==> config.mk <==
export PLATFORM = sky130hd
export DESIGN_NAME = bitwise_unit_pipe
export DESIGN_NICKNAME = d
export VERILOG_FILES = /design/src/rtl/bitwise_unit_pipe.sv
export SDC_FILE = /design/constraint.sdc
export NUM_CORES = 1
export LEC_CHECK = 0
export ABC_AREA = 1
export BUFFER_PORTS_ARGS = -buffer_cell sky130_fd_sc_hd__buf_4
export CORE_MARGIN = 10
export CORE_UTILIZATION = 42
export CTS_CLUSTER_DIAMETER = 30
export DETAILED_ROUTE_END_ITERATION = 16
export PLACE_DENSITY = 0.69
export RECOVER_POWER = 25
export SLEW_MARGIN = 20
export SYNTH_ARGS = -nofsm -noshare
export SYNTH_HDL_FRONTEND = slang
export SYNTH_SLANG_ARGS = --single-unit
export TNS_END_PERCENT = 10
==> constraint.sdc <==
create_clock -name clock -period 2.4 [get_ports clock]
set_input_delay 0.24 -clock clock [delete_from_list [all_inputs] [get_ports clock]]
set_output_delay 0.24 -clock clock [all_outputs]
set_load 0.01 [all_outputs]
==> src/rtl/bitwise_unit_pipe.sv <==
// Registered bitwise logic unit with a 2-entry in-order output buffer.
// Each result bit is looked up in a 4-entry truth table chosen by the opcode.
// out_data/out_zr/out_ng hold the head entry, and a second slot holds the queued result.
module bitwise_unit_pipe #(
   parameter int WIDTH = 16,
   parameter int CNT_W = 8
) (
   input  logic             clock,
   input  logic             reset_n,
   input  logic             in_valid,
   output logic             in_ready,
   input  logic [WIDTH-1:0] in_a,
   input  logic [WIDTH-1:0] in_b,
   input  logic [2:0]       in_op,
   output logic             out_valid,
   input  logic             out_ready,
   output logic [WIDTH-1:0] out_data,
   output logic             out_zr,
   output logic             out_ng,
   output logic [CNT_W-1:0] xfer_count
);

   typedef enum logic [1:0] {
      EMPTY = 2'd0,
      ONE   = 2'd1,
      FULL  = 2'd2
   } occ_t;

   occ_t             occ;
   logic             valid_q;
   logic             accept_q;
   logic [3:0]       op_lut;
   logic [WIDTH-1:0] result;
   logic             result_zr;
   logic             result_ng;
   logic [WIDTH-1:0] slot_data;
   logic             slot_zr;
   logic             slot_ng;
   logic             push;
   logic             pop;

   // Truth table for the selected op, indexed by {a_bit, b_bit}.
   // NOT and PASS tables do not depend on b, so in_b is ignored for them.
   always_comb begin
      op_lut = 4'b0000;
      case (in_op)
         3'd0: op_lut = 4'b0011; // NOT a
         3'd1: op_lut = 4'b1000; // AND
         3'd2: op_lut = 4'b1110; // OR
         3'd3: op_lut = 4'b0110; // XOR
         3'd4: op_lut = 4'b0111; // NAND
         3'd5: op_lut = 4'b0001; // NOR
         3'd6: op_lut = 4'b1001; // XNOR
         3'd7: op_lut = 4'b1100; // PASS a
         default: op_lut = 4'b0000;
      endcase
   end

   for (genvar gi = 0; gi < WIDTH; gi++) begin : g_bit
      assign result[gi] = op_lut[{in_a[gi], in_b[gi]}];
   end

   assign result_zr = (result == '0);
   assign result_ng = result[WIDTH-1];

   // in_ready comes from registered state only and is forced low during reset.
   assign in_ready  = reset_n & accept_q;
   assign out_valid = valid_q;
   assign push      = in_valid & in_ready;
   assign pop       = valid_q & out_ready;

   // Occupancy FSM with registered handshake outputs.
   always_ff @(posedge clock or negedge reset_n) begin
      if (!reset_n) begin
         occ      <= EMPTY;
         valid_q  <= 1'b0;
         accept_q <= 1'b1;
      end else begin
         case (occ)
            EMPTY: begin
               if (push) begin
                  occ     <= ONE;
                  valid_q <= 1'b1;
               end
            end
            ONE: begin
               if (push && !pop) begin
                  occ      <= FULL;
                  accept_q <= 1'b0;
               end else if (pop && !push) begin
                  occ     <= EMPTY;
                  valid_q <= 1'b0;
               end
            end
            FULL: begin
               if (pop) begin
                  occ      <= ONE;
                  accept_q <= 1'b1;
               end
            end
            default: begin
               occ      <= EMPTY;
               valid_q  <= 1'b0;
               accept_q <= 1'b1;
            end
         endcase
      end
   end

   // Buffer storage: the head drives the outputs and keeps the last popped value when empty.
   always_ff @(posedge clock or negedge reset_n) begin
      if (!reset_n) begin
         out_data  <= '0;
         out_zr    <= 1'b0;
         out_ng    <= 1'b0;
         slot_data <= '0;
         slot_zr   <= 1'b0;
         slot_ng   <= 1'b0;
      end else begin
         case (occ)
            EMPTY: begin
               if (push) begin
                  out_data <= result;
                  out_zr   <= result_zr;
                  out_ng   <= result_ng;
               end
            end
            ONE: begin
               if (push && pop) begin
                  out_data <= result;
                  out_zr   <= result_zr;
                  out_ng   <= result_ng;
               end else if (push) begin
                  slot_data <= result;
                  slot_zr   <= result_zr;
                  slot_ng   <= result_ng;
               end
            end
            FULL: begin
               if (pop) begin
                  out_data <= slot_data;
                  out_zr   <= slot_zr;
                  out_ng   <= slot_ng;
               end
            end
            default: ;
         endcase
      end
   end

   // Output transfer counter, wraps naturally at 2**CNT_W.
   always_ff @(posedge clock or negedge reset_n) begin
      if (!reset_n) begin
         xfer_count <= '0;
      end else if (pop) begin
         xfer_count <= xfer_count + 1'b1;
      end
   end

endmodule

==> impl_metrics.json <==
{
  "run_status": "finished clean",
  "critPathBufInv": 3,
  "cts_setup_buffers": 0,
  "timing.hold.worst.class": "in -> reg",
  "fin_crit_ns": 2.05,
  "final.setup_skew_ns": 0.00721,
  "synthesized_nets": 437,
  "via_count": 2759,
  "cts_hold_buffers_added": 0,
  "mostFrequentLayoutCells": "126 x sky130_fd_sc_hd__nand2_1, 71 x sky130_fd_sc_hd__buf_4, 51 x sky130_fd_sc_hd__nand3_1",
  "critPathCaptureType": "register",
  "cp_common_cell": "sky130_fd_sc_hd__nand2_1",
  "totalWireLength_um": 7700,
  "antenna_left": 0,
  "cts_tree": "yes",
  "grt.total_usage_pct": 15.2,
  "max_rail_drop_vdd_v": 0.000621,
  "net_count_reported_at_finish": 503,
  "initial_utilization_pct": 44.0,
  "arrival_ns": 2.22,
  "max-clock-path-buffers": 2,
  "synth.cell_area_um2": 2840,
  "postSynthAreaPerCell_um2": 7.27,
  "most_common_cell_after_layout_fill_and_taps_aside": "sky130_fd_sc_hd__nand2_1",
  "grt_pass1_vias": 2783,
  "hold-worst-slack_ns": 0.338,
  "globalRouteMet3Util_pct": 4.12,
  "avgViaCountPerCell": 5.16,
  "insertion_delay_ns": 0.30,
  "max_freq_mhz": 488,
  "setup_tns_ns": 0,
  "cts_htree_levels": 2,
  "clockRootBuffer": "sky130_fd_sc_hd__clkbuf_8",
  "post_route_cells_drive_above_1_share_pct": 21.8,
  "maximum_number_of_pins_on_one_net_before_global_route_repair": 47,
  "detailedRoute.firstPassIterationCount": 4,
  "port_buffers": 66,
  "cells_taking_the_most_area_after_synthesis": "sky130_fd_sc_hd__dfrtp_1 40%, sky130_fd_sc_hd__nand2_1 17%, sky130_fd_sc_hd__nand3_1 9.0%",
  "max-slew-margin-rel_pct": 25.0,
  "setup-violations-final": 0,
  "power_density_nw_per_um2": 973,
  "synthesis.yosys.warnings": 0,
  "finalWeightedCongestion": 0.842,
  "cts_buffers": 5,
  "cells_along_the_critical_path": "nand2_1 > inv_1 > nand2_1 > inv_1 > ha_1 > a21oi_1 > nor2_2 > inv_2 > nand2_1 > o21ai_0",
  "pin_count": 67,
  "unrepaired_setup_endpoints_after_global_routing": "no",
  "portion_of_synthesized_cell_area_occupied_by_the_leading_cell_type_pct": 39.6,
  "globalRoute.totalOverflow": 0,
  "gr-max-usage-layer": "met2",
  "gr-usage-met2_pct": 26.8,
  "synthDominantAreaCellType": "sky130_fd_sc_hd__dfrtp_1",
  "critical_path.top_delay_family": "simple AND/OR/NAND/NOR gates",
  "row_count": 29,
  "cts_resized": 0,
  "yosys_register_bits": 46,
  "cts.clk_slew.worst_paths_ns": 0.08,
  "dpl.hpwl_um": 5820,
  "timing.critical_path.slowest_stage_cell": "sky130_fd_sc_hd__dfstp_2",
  "drtIter0Drc": 138,
  "power.static_leakage_nw": 1.89,
  "nature_of_the_critical_path_startpoint": "register",
  "worst_slew_pin_slew_ns": 1.12,
  "syn-instance-count": 391,
  "wire_length_of_the_first_global_routing_pass_um": 12900,
  "drv.max_cap_violation_count": 0,
  "clock-sinks": 46,
  "die_h_um": 102,
  "final_hold_viol_count": 0,
  "detail_route.wl_per_cell_um": 14.4,
  "die_area_um2": 10500,
  "slowest_delay_ns": 0.54,
  "worst_ep_required_time_ns": 2.57,
  "groute.layer.met1.usage_pct": 17.9,
  "worstSetupPathType": "reg -> reg",
  "netlist-cell-type-count": 24,
  "drcViolationCount": 0,
  "design.core.area_um2": 6460,
  "n_antenna_cell": 0,
  "finalMaxSlewViolations": 0,
  "final_min_period_over_clock_period_pct": 85.3,
  "portion_of_the_post_synthesis_area_used_by_sequential_elements_pct": 40.5,
  "dieWidth_um": 102,
  "final.fill_count": 606,
  "worst-path-max-fanout": 18,
  "layout.core_utilization_pct": 53.8,
  "syn_to_final_growth_pct": 22.1,
  "initial_antenna_violation_count": 0
}
## power by group
| part | internal (mW) | switching, mW | leakage (nW) | total, mW |
|---|---|---|---|---|
| Combinational | 0.668 | 0.871 | 1.27 | 1.54 |
| Sequential | 1.13 | 0.219 | 0.575 | 1.35 |
| Clock | 0.233 | 0.256 | 0.0482 | 0.489 |
## final timing paths
path / slack (ns) / cells after the start / startpoint / to
max: 0.35 / 10 / accept_q / out_data[11]
min: 0.34 / 5 / in_a[0] / slot_data[0]
max reg2reg: 0.35 / 10 / accept_q / out_data[11]
min reg2reg: 0.48 / 2 / slot_data[4] / slot_data[4]
max in group asynchronous: 1.35 / 2 / reset_n / slot_data[4]
min in group asynchronous: 0.37 / 2 / reset_n / out_data[1]
## state kept, by name (all words and copies together), names as in the netlist
name,cells
accept_q,1
out_valid,1
out_data,16
out_zr,1
occ,2
slot_data,16
slot_zr,1
xfer_count,8
## area by class of cell
cell class | instances | area, um2 | share of cell area [%]
clock buffers | 7 | 86.3 | 2.49
clock inverters | 1 | 5.00 | 0.144
inverters | 38 | 143 | 4.11
multi-input cells | 293 | 1450 | 41.7
flip-flops and latches | 46 | 1150 | 33.2
well taps | 77 | 96.3 | 2.77
repair buffers | 73 | 542 | 15.6
## cell families (layout without fill, tap and decap cells)
family,Yosys count,count (layout),share of synthesized area [%]
compound gates,40,40,7.17
xor+xnor,7,7,2.16
fa+ha+maj,7,7,3.08
buf+inv,52,119,8.54
flops,46,46,40.5
mux,8,8,3.17
simple gates,231,231,35.3
## cell usage after synthesis
cell type,count
sky130_fd_sc_hd__a21oi_1,4
sky130_fd_sc_hd__buf_2,2
sky130_fd_sc_hd__buf_4,2
sky130_fd_sc_hd__buf_6,5
sky130_fd_sc_hd__clkbuf_1,5
sky130_fd_sc_hd__dfrtp_1,45
sky130_fd_sc_hd__dfstp_2,1
sky130_fd_sc_hd__ha_1,7
sky130_fd_sc_hd__inv_1,36
sky130_fd_sc_hd__inv_2,2
sky130_fd_sc_hd__mux2_2,8
sky130_fd_sc_hd__nand2_1,126
sky130_fd_sc_hd__nand2_2,6
sky130_fd_sc_hd__nand2_4,1
sky130_fd_sc_hd__nand3_1,51
sky130_fd_sc_hd__nand3b_1,11
sky130_fd_sc_hd__nand4_1,2
sky130_fd_sc_hd__nor2_1,32
sky130_fd_sc_hd__nor2_2,2
sky130_fd_sc_hd__o21ai_0,31
sky130_fd_sc_hd__o21ai_1,4
sky130_fd_sc_hd__o21ai_2,1
sky130_fd_sc_hd__xnor2_1,5
sky130_fd_sc_hd__xor2_1,2
## layer usage
| metal | vias to the layer above | part of all wire [%] |
|---|---|---|
| met4 | 0 | 1.3 |
| met5 | - | 0 |
| met1 | 1291 | 43 |
| met2 | 71 | 50 |
| li1 | 1385 | - |
| met3 | 12 | 5.9 |
## worst min-delay path, delay by kind of cell
| kind | cells | cell delay, ns |
|---|---|---|
| and+or+nand+nor | 4 | 0.28 |
| buffers and inverters | 1 | 0.08 |
## stage by stage
step	instances	cell area (um2)	power, mW	worst slack (ns)
after detailed placement	527	3390	2.92	0.390
after CTS	535	3480	3.42	0.366
final	535	3470	3.38	0.352
after global routing	535	3470	3.68	0.104
after global placement	527	3390	2.88	0.388
after floorplan	391	2840	2.24	0.451
Power figures use the tool's default switching activity.
